$ cat src/rtl/rr_arbiter_4.sv
// Four-requester round-robin arbiter with registered one-hot grant and hold-limit timeout.
// Only one grant is active at a time, and there is always at least one idle cycle between grants.
module rr_arbiter_4 #(
    parameter int HOLD_MAX = 15,
    parameter int CNT_W    = 4
) (
    input  logic             clk,
    input  logic             rst_n,
    input  logic [3:0]       req,
    input  logic             release_i,
    output logic [3:0]       gnt,
    output logic [1:0]       gnt_idx,
    output logic             gnt_valid,
    output logic             timeout
);

    typedef enum logic {IDLE = 1'b0, BUSY = 1'b1} state_t;

    localparam logic [CNT_W-1:0] LIMIT = CNT_W'(HOLD_MAX - 1);

    state_t           state, state_nxt;
    logic [1:0]       ptr, ptr_nxt;
    logic [CNT_W-1:0] hold_cnt, cnt_nxt;
    logic [1:0]       idx_nxt;
    logic [3:0]       gnt_nxt;
    logic             vld_nxt;
    logic             to_nxt;

    logic [1:0]       sel_idx;
    logic             sel_found;
    logic             withdrawn;
    logic             at_limit;
    logic             rel_ev;

    // Scan from the highest offset down so the candidate closest to ptr wins.
    always_comb begin
        logic [1:0] cand;
        sel_idx   = ptr;
        sel_found = 1'b0;
        for (int k = 3; k >= 0; k--) begin
            cand = ptr + 2'(k);
            if (req[cand]) begin
                sel_idx   = cand;
                sel_found = 1'b1;
            end
        end
    end

    assign withdrawn = ~req[gnt_idx];
    assign at_limit  = (hold_cnt == LIMIT);
    assign rel_ev    = release_i | withdrawn | at_limit;

    always_comb begin
        state_nxt = state;
        ptr_nxt   = ptr;
        cnt_nxt   = hold_cnt;
        idx_nxt   = gnt_idx;
        gnt_nxt   = gnt;
        vld_nxt   = gnt_valid;
        to_nxt    = 1'b0;
        case (state)
            IDLE: begin
                if (sel_found) begin
                    state_nxt = BUSY;
                    idx_nxt   = sel_idx;
                    gnt_nxt   = 4'b0001 << sel_idx;
                    vld_nxt   = 1'b1;
                    cnt_nxt   = '0;
                end
            end
            BUSY: begin
                cnt_nxt = hold_cnt + 1'b1;
                if (rel_ev) begin
                    state_nxt = IDLE;
                    gnt_nxt   = 4'b0000;
                    vld_nxt   = 1'b0;
                    ptr_nxt   = gnt_idx + 2'd1;
                    cnt_nxt   = '0;
                    // An explicit release or withdrawal masks the timeout report.
                    to_nxt    = at_limit & ~release_i & ~withdrawn;
                end
            end
            default: state_nxt = IDLE;
        endcase
    end

    always_ff @(posedge clk or negedge rst_n) begin
        if (!rst_n) begin
            state     <= IDLE;
            ptr       <= 2'd0;
            hold_cnt  <= '0;
            gnt_idx   <= 2'd0;
            gnt       <= 4'b0000;
            gnt_valid <= 1'b0;
            timeout   <= 1'b0;
        end else begin
            state     <= state_nxt;
            ptr       <= ptr_nxt;
            hold_cnt  <= cnt_nxt;
            gnt_idx   <= idx_nxt;
            gnt       <= gnt_nxt;
            gnt_valid <= vld_nxt;
            timeout   <= to_nxt;
        end
    end

endmodule

$ cat config.mk
export PLATFORM = sky130hd
export DESIGN_NAME = rr_arbiter_4
export DESIGN_NICKNAME = d
export VERILOG_FILES = /design/src/rtl/rr_arbiter_4.sv
export SDC_FILE = /design/constraint.sdc
export NUM_CORES = 1
export LEC_CHECK = 0
export CAP_MARGIN = 25
export CORE_MARGIN = 8
export CORE_UTILIZATION = 47
export CTS_BUF_LIST = sky130_fd_sc_hd__clkbuf_4
export DETAILED_ROUTE_END_ITERATION = 8
export GPL_TIMING_DRIVEN = 0
export MAX_ROUTING_LAYER = met4
export PLACE_DENSITY = 0.73
export SLEW_MARGIN = 30
export SYNTH_ARGS = -nofsm -noshare
export SYNTH_HDL_FRONTEND = slang
export SYNTH_SLANG_ARGS = --single-unit
$ cat constraint.sdc
create_clock -name clk -period 1.4 [get_ports clk]
set_input_delay 0.14 -clock clk [delete_from_list [all_inputs] [get_ports clk]]
set_output_delay 0.14 -clock clk [all_outputs]
set_load 0.02 [all_outputs]
==> results of run 1 <==
==> per-stage QoR <==
| step | power [mW] | setup TNS [ns] |
|---|---|---|
| detailed placement | 1.736 | -4.620 |
| global route | 2.302 | -0.5466 |
| global placement | 1.709 | -4.695 |
| floorplan | 1.388 | -0.1270 |
| CTS | 2.112 | -0.05911 |
| finish | 2.161 | -0.1381 |
==> layout by cell type, fill, tap and decap left out, drive strengths merged, types with 4 or more instances in the layout <==
cell	n
clkbuf	4
o32ai	4
nor2b	4
o21ai	7
dlymetal6s2s	4
buf	8
dlygate4sd2	5
nand2	13
clkdlybuf4s50	5
dfrtp	15
inv	4
==> critical path, stage by stage, from the launching register on <==
cell and delay [ns]:
dfrtp_2 0.43, mux2i_2 0.28, o22ai_4 0.13, a21boi_4 0.20
mux2_4 0.31
==> power by group through the flow <==
stage	clock [mW]	sequential (mW)	combinational (mW)
2_1_floorplan	0	0.822	0.566
3_3_place_gp	0	0.733	0.977
3_5_place_dp	0	0.738	0.998
4_1_cts	0.274	0.744	1.09
5_1_grt	0.298	0.778	1.23
6_report	0.266	0.758	1.14
==> worst min path at each step <==
stage | end | cells after the start | slack, ns
2_1_floorplan | gnt[0] | 0 | -0.16
3_3_place_gp | hold_cnt[0] | 1 | 0.52
3_5_place_dp | hold_cnt[0] | 1 | 0.53
4_1_cts | hold_cnt[3] | 1 | 0.29
5_1_grt | gnt[1] | 1 | 0.32
6_report | gnt_valid | 1 | 0.26
==> kinds of logic (layout without fill, tap and decap cells) <==
logic type | count (synthesis) | after routing
flops | 15 | 15
mux | 4 | 4
simple gates | 29 | 29
buf+inv | 6 | 30
fa+ha+maj | 2 | 2
xor+xnor | 1 | 1
compound gates | 23 | 23
==> registers in the layout (all words and copies together), names as in the netlist <==
signal	cells
gnt	4
state	1
ptr	2
gnt_valid	1
timeout	1
gnt_idx	2
hold_cnt	4
==> layer usage <==
layer  wire length (µm)  vias to the layer above  share of wire, %
li1                   -                      339                 -
met1                866                      347                46
met2                949                       12                50
met3                 74                        2               3.9
met4                 10                        0              0.53
met5                  0                        -                 0
==> layout make-up <==
class / instances / share of cell area (%)
Buffer: 1 / 0.4525
Multi-Input combinational cell: 59 / 41.52
Inverter: 4 / 1.357
Clock buffer: 4 / 2.715
Sequential cell: 15 / 34.28
Timing Repair Buffer: 21 / 17.76
Tap cell: 17 / 1.923
==> repair_timing <==
item,CTS,global route
setup endpoints to repair,16,16
buffers inserted,6,1
gates resized for setup,8,10
pin swaps,3,1
==> out/results.txt, run 1 <==
Global Route Usage Sum - 12.33%
Leak pwr - 0.5228 nW
Hold Path Class - primary input to async pin
Post-DR vias/cell - 5.785
Part of the cycle the worst path needs - 104.7%
Setup crit start - gnt_idx[1]
Max Transition Viols Final - 0
# hold bufs at CTS - 0
Skew final - 0.005441 ns
Worst endpoint required time - 1.57 ns
Final core occ - 66.22%
Post-Synth Simple-Gate Area - 17.41%
Die Span Y - 57.57 µm
Clock Latency Late Sink - 0.28 ns
Placed Instance Area - 983.4 µm²
Crit path max fanout - 5
Worst slew margin - 54.73%
ANT nets after route - 0
Post-Syn Instances - 80
CTS clk-pin slew, worst paths - 0.09 ns
DPL Wire Length - 1.268 mm
Worst VDD drop - 1.104 mV
Final instance area - 0.001106 mm²
Final Hold Fails - 0
Avg Cell Area, Syn - 10.15 µm²
DR pass1 iterations - 4
# setup viols final - 7
RR Startpoint - gnt_idx[1]
Vias post-DR - 700
Status - finished with violations
TritonCTS Buffers - 3
Htree depth - 1
CP startpoint kind - flip-flop
NetSw - 0.8689 mW
Post-synth EDFFs - 0
Unrepaired setup endpoints after global routing - yes
Critical path capture point type - flip-flop
Layout cells sized above 1 - 27.88%
Fmax - 0.6823 GHz
WL/cell - 15.71 µm
Reg power frac - 35.1%
Cell count after placement - 111
Max cap viols - 0
Largest net degree at the start of global routing - 16
CP Class - flip-flop to flip-flop
Worst reg2reg path endpoint - ptr[1]
M3 GR Usage - 3.363%
Die ar. - 0.003314 mm²
Synth Area in Adders - 3.082%
Reg-to-reg setup timing slack - -0.07 ns
First-pass GRT wire length - 3.146 mm
Int Pwr - 1.292 mW
Yosys reg bits - 15
Ys flop type - dfrtp_1
Vias in the first global route - 682
Sw frac - 40.20%
Async SR Flop Fraction - 100.0%
Largest area contributor in the netlist - dfrtp_1
Post-synthesis mux area share - 5.547%
Post-synthesis net count - 89
Clock Tree Buf Depth - 2
Fin worst setup slack - -0.06554 ns
Met1 GRT Util - 14.45%
Fillers - 130
Cell Rows - 15
WL final - 1.901 mm
Fin nets - 114
Final global-route overflow total - 0
Worst-Margin Slew - 0.6770 ns
Area contributors post-synth - dfrtp_1 (46%), nand2_1 (6.0%), o32ai_1 (4.3%)
Final hold slack - 0.2635 ns
PwrDens - 1954 mW/mm²
Crit path DAT - 1.64 ns
Busiest grt layer - met2
Residual DRC count - 0
Routability cong. - 0.8885
Reg2reg path depth - 4
Synth top area share - 46.22%
Crit path to - ptr[1]
Clock root cell - clkbuf_4
I/O Buffers - 14
Multi-input logic area - 459.2 µm²
Failing checks - setup timing
Diode count - 0
Synth Area in Compound Gates - 23.73%
Synthesized cell area - 812.0 µm²
CTS tree - done
Place WS - -0.4061 ns
Clock power share - 12.3%
IO Count - 15
Largest family of logic cells by synthesized area - compound AO/OA/AOI/OAI gates
Commonest cells post-synth - dfrtp_1 (15), nand2_1 (13)
Starting DRT DRC Count - 14
Count leader, synth - dfrtp_1
Initial cell density of the core - 48.61%
Distinct cells, synth - 31
Final Non-Filler Cells - 121
Area Overhead vs Synth - 36.21%
GRT met2 Usage - 19.29%
Flip-flop and latch area - 379.1 µm²
Core Footprint - 0.001670 mm²
CTS sink cnt - 15
Comb power frac - 52.6%
Sequential-to-total area share from yosys stat - 46.22%
Initial antenna violation count - 0
XOR/XNOR share of the synthesized area - 1.079%
Synth Warn # - 0
Die W - 57.57 µm
Fin crit period - 1.466 ns
Note: power is estimated with default switching activity, not from simulation.
==> run 2: changes to the inputs <==
ABC_AREA = 1   (was unset)
ABC_CLOCK_PERIOD_IN_PS = 1400   (was unset)
CORE_UTILIZATION = 49   (was 47)
PLACE_DENSITY = 0.74   (was 0.73)
==> out/results.txt, run 2 <==
Status - finished with violations
Failing checks - setup timing
Worst endpoint required time - 1.59 ns
Worst slew margin - 55.30%
# setup viols final - 13
Fmax - 0.6539 GHz
Crit path DAT - 1.72 ns
Most common cell after layout, fill and taps aside - nand2_1
Clock Tree Buf Depth - 2
WL final - 2.606 mm
Htree depth - 1
Reg2reg path depth - 11
Max Transition Viols Final - 0
Power consumption - 3.462 mW
Diode count - 0
Largest area contributor in the netlist - dfrtp_1
Skew final - 0.002871 ns
CP Cell Sequence - buf_6, nand2_4, nand2_4, nand2_4, nand2_4, nor2_4, nand2_2, nand2_4, inv_4, nand3_2, nand2_1
Avg Cell Area, Syn - 7.371 µm²
Crit-path slowest cell - dfrtp_2
Routability cong. - 0.8878
RR Startpoint - ptr[0]
Unrepaired setup endpoints after global routing - yes
Cell family with most CP delay - simple AND/OR/NAND/NOR gates
Post-synthesis net count - 138
Ys flop type - dfrtp_1
Most frequent cells in the layout - nand2_1 (32), nand2_2 (14), nand2_4 (12), dfrtp_1 (11), inv_1 (10)
Max cap viols - 0
Fin worst setup slack - -0.1292 ns
First-pass GRT wire length - 3.822 mm
PwrDens - 2491 mW/mm²
Largest net degree at the start of global routing - 16
TritonCTS Buffers - 3
M3 GR Usage - 3.011%
Worst-Margin Slew - 0.6684 ns
Clock root cell - clkbuf_4
Synth top area share - 39.47%
IO Count - 15
Die W - 60.05 µm
Yosys reg bits - 15
Distinct cells, synth - 22
Area Overhead vs Synth - 46.18%
Area contributors post-synth - dfrtp_1 (39%), nand2_1 (17%), nand2_2 (8.6%)
Vias in the first global route - 911
Crit path max fanout - 6
CP startpoint kind - flip-flop
Initial cell density of the core - 50.00%
Worst VDD drop - 1.320 mV
GRT met2 Usage - 24.92%
Synthesized cell area - 950.9 µm²
Vias post-DR - 936
Crit path to - gnt[3]
Sequential-to-total area share from yosys stat - 39.47%
Setup crit start - ptr[0]
DPL Wire Length - 1.565 mm
ANT nets after route - 0
DR pass1 iterations - 4
Post-synth EDFFs - 0
Critical path capture point type - flip-flop
I/O Buffers - 14
CP Class - flip-flop to flip-flop
Part of the cycle the worst path needs - 109.2%
CTS tree - done
Place WS - -0.3303 ns
Setup TNS - -0.9682 ns
Largest stage delay on the critical path - 0.47 ns
# hold bufs at CTS - 0
Global Route Usage Sum - 14.37%
Fin crit period - 1.529 ns
Reg-to-reg setup timing slack - -0.13 ns
Leak pwr - 0.7262 nW
Cell Rows - 16
Clock Latency Late Sink - 0.29 ns
Fin nets - 168
Number of cells on the critical path - 11
Critical path buffers and inverters - 2
Largest registers - gnt x4, hold_cnt x4
Core Footprint - 0.001902 mm²
Synth Warn # - 0
Count leader, synth - nand2_1
Layout cells sized above 1 - 41.14%
Starting DRT DRC Count - 18
Met1 GRT Util - 14.18%
Most Frequent Cell on Critical Path - nand2_4
Initial antenna violation count - 0
Cell count after placement - 170
Final Hold Fails - 0
Final global-route overflow total - 0
Worst reg2reg path endpoint - gnt[3]
Final hold slack - 0.2492 ns
Busiest grt layer - met2
CTS clk-pin slew, worst paths - 0.09 ns
Post-DR vias/cell - 5.059
Die ar. - 0.003606 mm²
WL/cell - 14.09 µm
Fillers - 148
Async SR Flop Fraction - 100.0%
Hold Path Class - primary input to async pin
Post-Syn Instances - 129
Residual DRC count - 0
CTS sink cnt - 15
Final Non-Filler Cells - 185
Die Span Y - 60.05 µm
Commonest cells post-synth - nand2_1 (44), dfrtp_1 (15), nand2_2 (13)
## run 2: cell count changes in the layout (fill, tap and decap cells not counted), sizes merged, moves of 2 or more
cell / previous run / this run
mux2i: 3 / 1
nand3: 3 / 12
dlygate4sd2: 5 / 7
o32ai: 4 / 0
clkinv: 0 / 2
buf: 8 / 12
xnor2: 0 / 2
o22ai: 1 / 3
or2: 2 / 0
nand4: 1 / 4
dlymetal6s2s: 4 / 2
inv: 4 / 15
nor2b: 4 / 0
nand2: 13 / 58
## run 2: cells by family after synthesis
logic type	after synthesis	synth area share, %
AO/OA/AOI/OAI	13	7.895
XOR/XNOR	3	2.764
adder cells (fa/ha/maj)	2	2.631
buffers and inverters	17	7.631
flip-flops	15	39.47
multiplexers	1	1.053
AND/OR/NAND/NOR	78	38.55
## run 2: metal layers
layer	up-vias	part of all wire, %	wire length (µm)
met4	0	3.7	97
met5	-	0	0
met3	11	2.7	71
li1	473	-	-
met2	16	54	1404
met1	436	40	1032
## run 2: final cells by class
type | count | area (µm²) | share of cell area [%]
multi-input cells | 97 | 638.1 | 45.90
flip-flops and latches | 15 | 380.4 | 27.36
repair buffers | 25 | 226.5 | 16.29
inverters | 16 | 72.57 | 5.221
well taps | 27 | 33.78 | 2.430
clock buffers | 3 | 22.52 | 1.620
plain buffers | 1 | 11.26 | 0.8101
clock inverters | 1 | 5.005 | 0.3600
## run 2: worst min path at each step
stage               slack [ns]  depth (start not counted)   endpoint
finish                    0.25                          1     gnt[3]
CTS                       0.27                          1     gnt[0]
detailed placement        0.46                          2  gnt_valid
global placement          0.46                          2  gnt_valid
floorplan                -0.16                          0     gnt[0]
global route              0.31                          1     gnt[0]
## run 2: repair_timing
item / in CTS / in global routing
buffers inserted: 4 / 6
gates cloned: 1 / 0
pin swaps: 8 / 21
resized for setup: 21 / 38
hold endpoints to repair: 0 / 0
setup endpoints to repair: 20 / 15
## run 2: through the flow
stage	area, µm²	utilization, %
3_3_place_gp	1126	59.21
5_1_grt	1390	73.09
6_report	1390	73.09
2_1_floorplan	952.2	-
3_5_place_dp	1126	59.21
4_1_cts	1224	64.34
## run 2: report_power, final
group	switching (mW)	total, mW	internal (mW)
clock network	0.149	0.256	0.106
registers	0.193	0.781	0.588
logic	1.46	2.43	0.964
==> RTL change, RTL diff (config.mk and constraints of run 1) <==
Remove the register `timeout`: a continuous assignment takes its place, so the output `timeout` follows one clock earlier. Comments in the files are not updated.
--- a/src/rtl/rr_arbiter_4.sv
+++ b/src/rtl/rr_arbiter_4.sv
@@ -93,5 +93,4 @@
             gnt       <= 4'b0000;
             gnt_valid <= 1'b0;
-            timeout   <= 1'b0;
         end else begin
             state     <= state_nxt;
@@ -101,8 +100,9 @@
             gnt       <= gnt_nxt;
             gnt_valid <= vld_nxt;
-            timeout   <= to_nxt;
         end
     end
 
+    assign timeout = to_nxt;
+
 endmodule
 
Function: same outputs for any inputs over 10 cycles, from zero or initial values and one cycle with rst_n low; that may be too few to reach the edited logic, so the function may still have changed.
==> RTL change against run 1 <==
The run still ends with setup timing left. Area after synthesis is 2.9% lower. Clock power down 11%. Clock skew grew 0.0019 ns. Total power up 3.7%. Maximum frequency decreased by 6.8%. Routed wire length down 2.5%. Sequential cell count is 1 lower. Setup slack worse by 0.11 ns. Design area up 2.8%. Die area down 2.1%. Largest power group unchanged. Highest routed layer unchanged.
==> RTL change: results (changes against run 1) <==
| Metric | Value |
|---|---|
| Syn nets | 88 (-1.1%) |
| Fin cells | 123 (+1.7%) |
| Crit path DAT | 1.74 ns (+0.10 ns) |
| Layout cells sized above 1 | 33.64% (+5.8 points) |
| Worst min path class | input pin to async pin |
| Number of inserted diodes | 0 (unchanged) |
| Delay-heaviest family, CP | flip-flops |
| Vias per cell | 5.764 (-0.36%) |
| Port Buf Inserts | 14 (unchanged) |
| M2 GR Usage | 17.36% (-1.9 points) |
| Met1 WL | 868 µm (+0.23%) |
| WL met3 | 104 µm (+41%) |
| Maximum VDD drop | 0.001445 V (+31%) |
| Post-Place Cells | 109 (-1.8%) |
| GRT Total Usage | 11.66% (-0.67 points) |
| M1 GR Usage | 13.71% (-0.75 points) |
| Synth Instances | 79 (-1.3%) |
| Vias in the first global route | 642 (-5.9%) |
| Detailed placement HPWL | 1203 µm (-5.1%) |
| Final WL | 1854 µm (-2.5%) |
| Synth top area cells | dfrtp_1 44%, nand2_1 6.2%, o32ai_1 4.4% |
| Reg-to-Reg End | hold_cnt[3]$_DFFE_PN0P_ |
| Sequential element share of the synthesized area | 44.44% (-1.8 points) |
| Drt first-iter violations | 4 (-10) |
| Setup ws final | -0.1727 ns (-0.1072 ns) |
| TNS Setup | -1.108 ns (-0.9702 ns) |
| Min Hold Slack | 0.2320 ns (-0.03157 ns) |
| DP Area | 958.4 µm² (-2.5%) |
| Global-route wire length before repair | 2980 µm (-5.3%) |
| Largest net degree at the start of global routing | 15 (-1) |
| Synth top cells by count | 14 x dfrtp_1, 13 x nand2_1, 5 x o21ai_1 |
| Psw | 902.7 µW (+3.9%) |
| Final setup viols | 11 (+4) |
| Reg power frac | 30.1% (-5.0 points) |
| Met2 Routed Length | 843 µm (-11%) |
| Met3 Use GR | 3.761% (+0.40 points) |
| CP Max Fanout | 4 (-1) |
| Run status | complete, but fails checks |
| Lkg Pwr | 0.5565 nW (+6.5%) |
| Setup bufs post-CTS | 9 (+3) |
| Pre-CTS WS | -0.6640 ns (-0.2579 ns) |
| Async S/R FF share, synth | 100.0% (unchanged) |
| Post-cts sizing count | 16 (+8) |
| Failing checks | setup timing |
| Slew margin rel. | 59.40% (+4.7 points) |
| PwrDens | 1970 mW/mm² (+0.80%) |
| Final GP Congestion | 0.8934 (+0.55%) |
| Combinational share of power | 59.4% (+6.8 points) |
| Clock Skews | 0.007348 ns (+0.001907 ns) |
| Yosys cell types | 30 (-3.2%) |
| Reg2Reg Depth | 7 (+3) |
[RTL change: final cells by class]
| type | instances | area [µm²] |
|---|---|---|
| fillers | 109 | 404.1 |
| flip-flops and latches | 14 | 352.8 |
| inverters | 4 | 15.01 |
| multi-input cells | 59 | 475.5 |
| clock inverters | 1 | 3.754 |
| clock buffers | 3 | 22.52 |
| repair buffers | 24 | 235.2 |
| well taps | 16 | 20.02 |
| plain buffers | 2 | 12.51 |
[RTL change: cells by family after synthesis]
family / synth area share (%)
AND/OR/NAND/NOR: 17.94
AO/OA/AOI/OAI: 24.45
flip-flops: 44.44
buffers and inverters: 3.174
multiplexers: 5.714
adder cells (fa/ha/maj): 3.174
XOR/XNOR: 1.111
[RTL change: worst register-to-register path: stages (launching register included)]
cell and delay [ns]:
dfrtp_2 0.42, mux2i_2 0.27, o22ai_4 0.11, buf_6 0.14
buf_4 0.12, buf_6 0.11, a32oi_1 0.19, o21ai_1 0.10
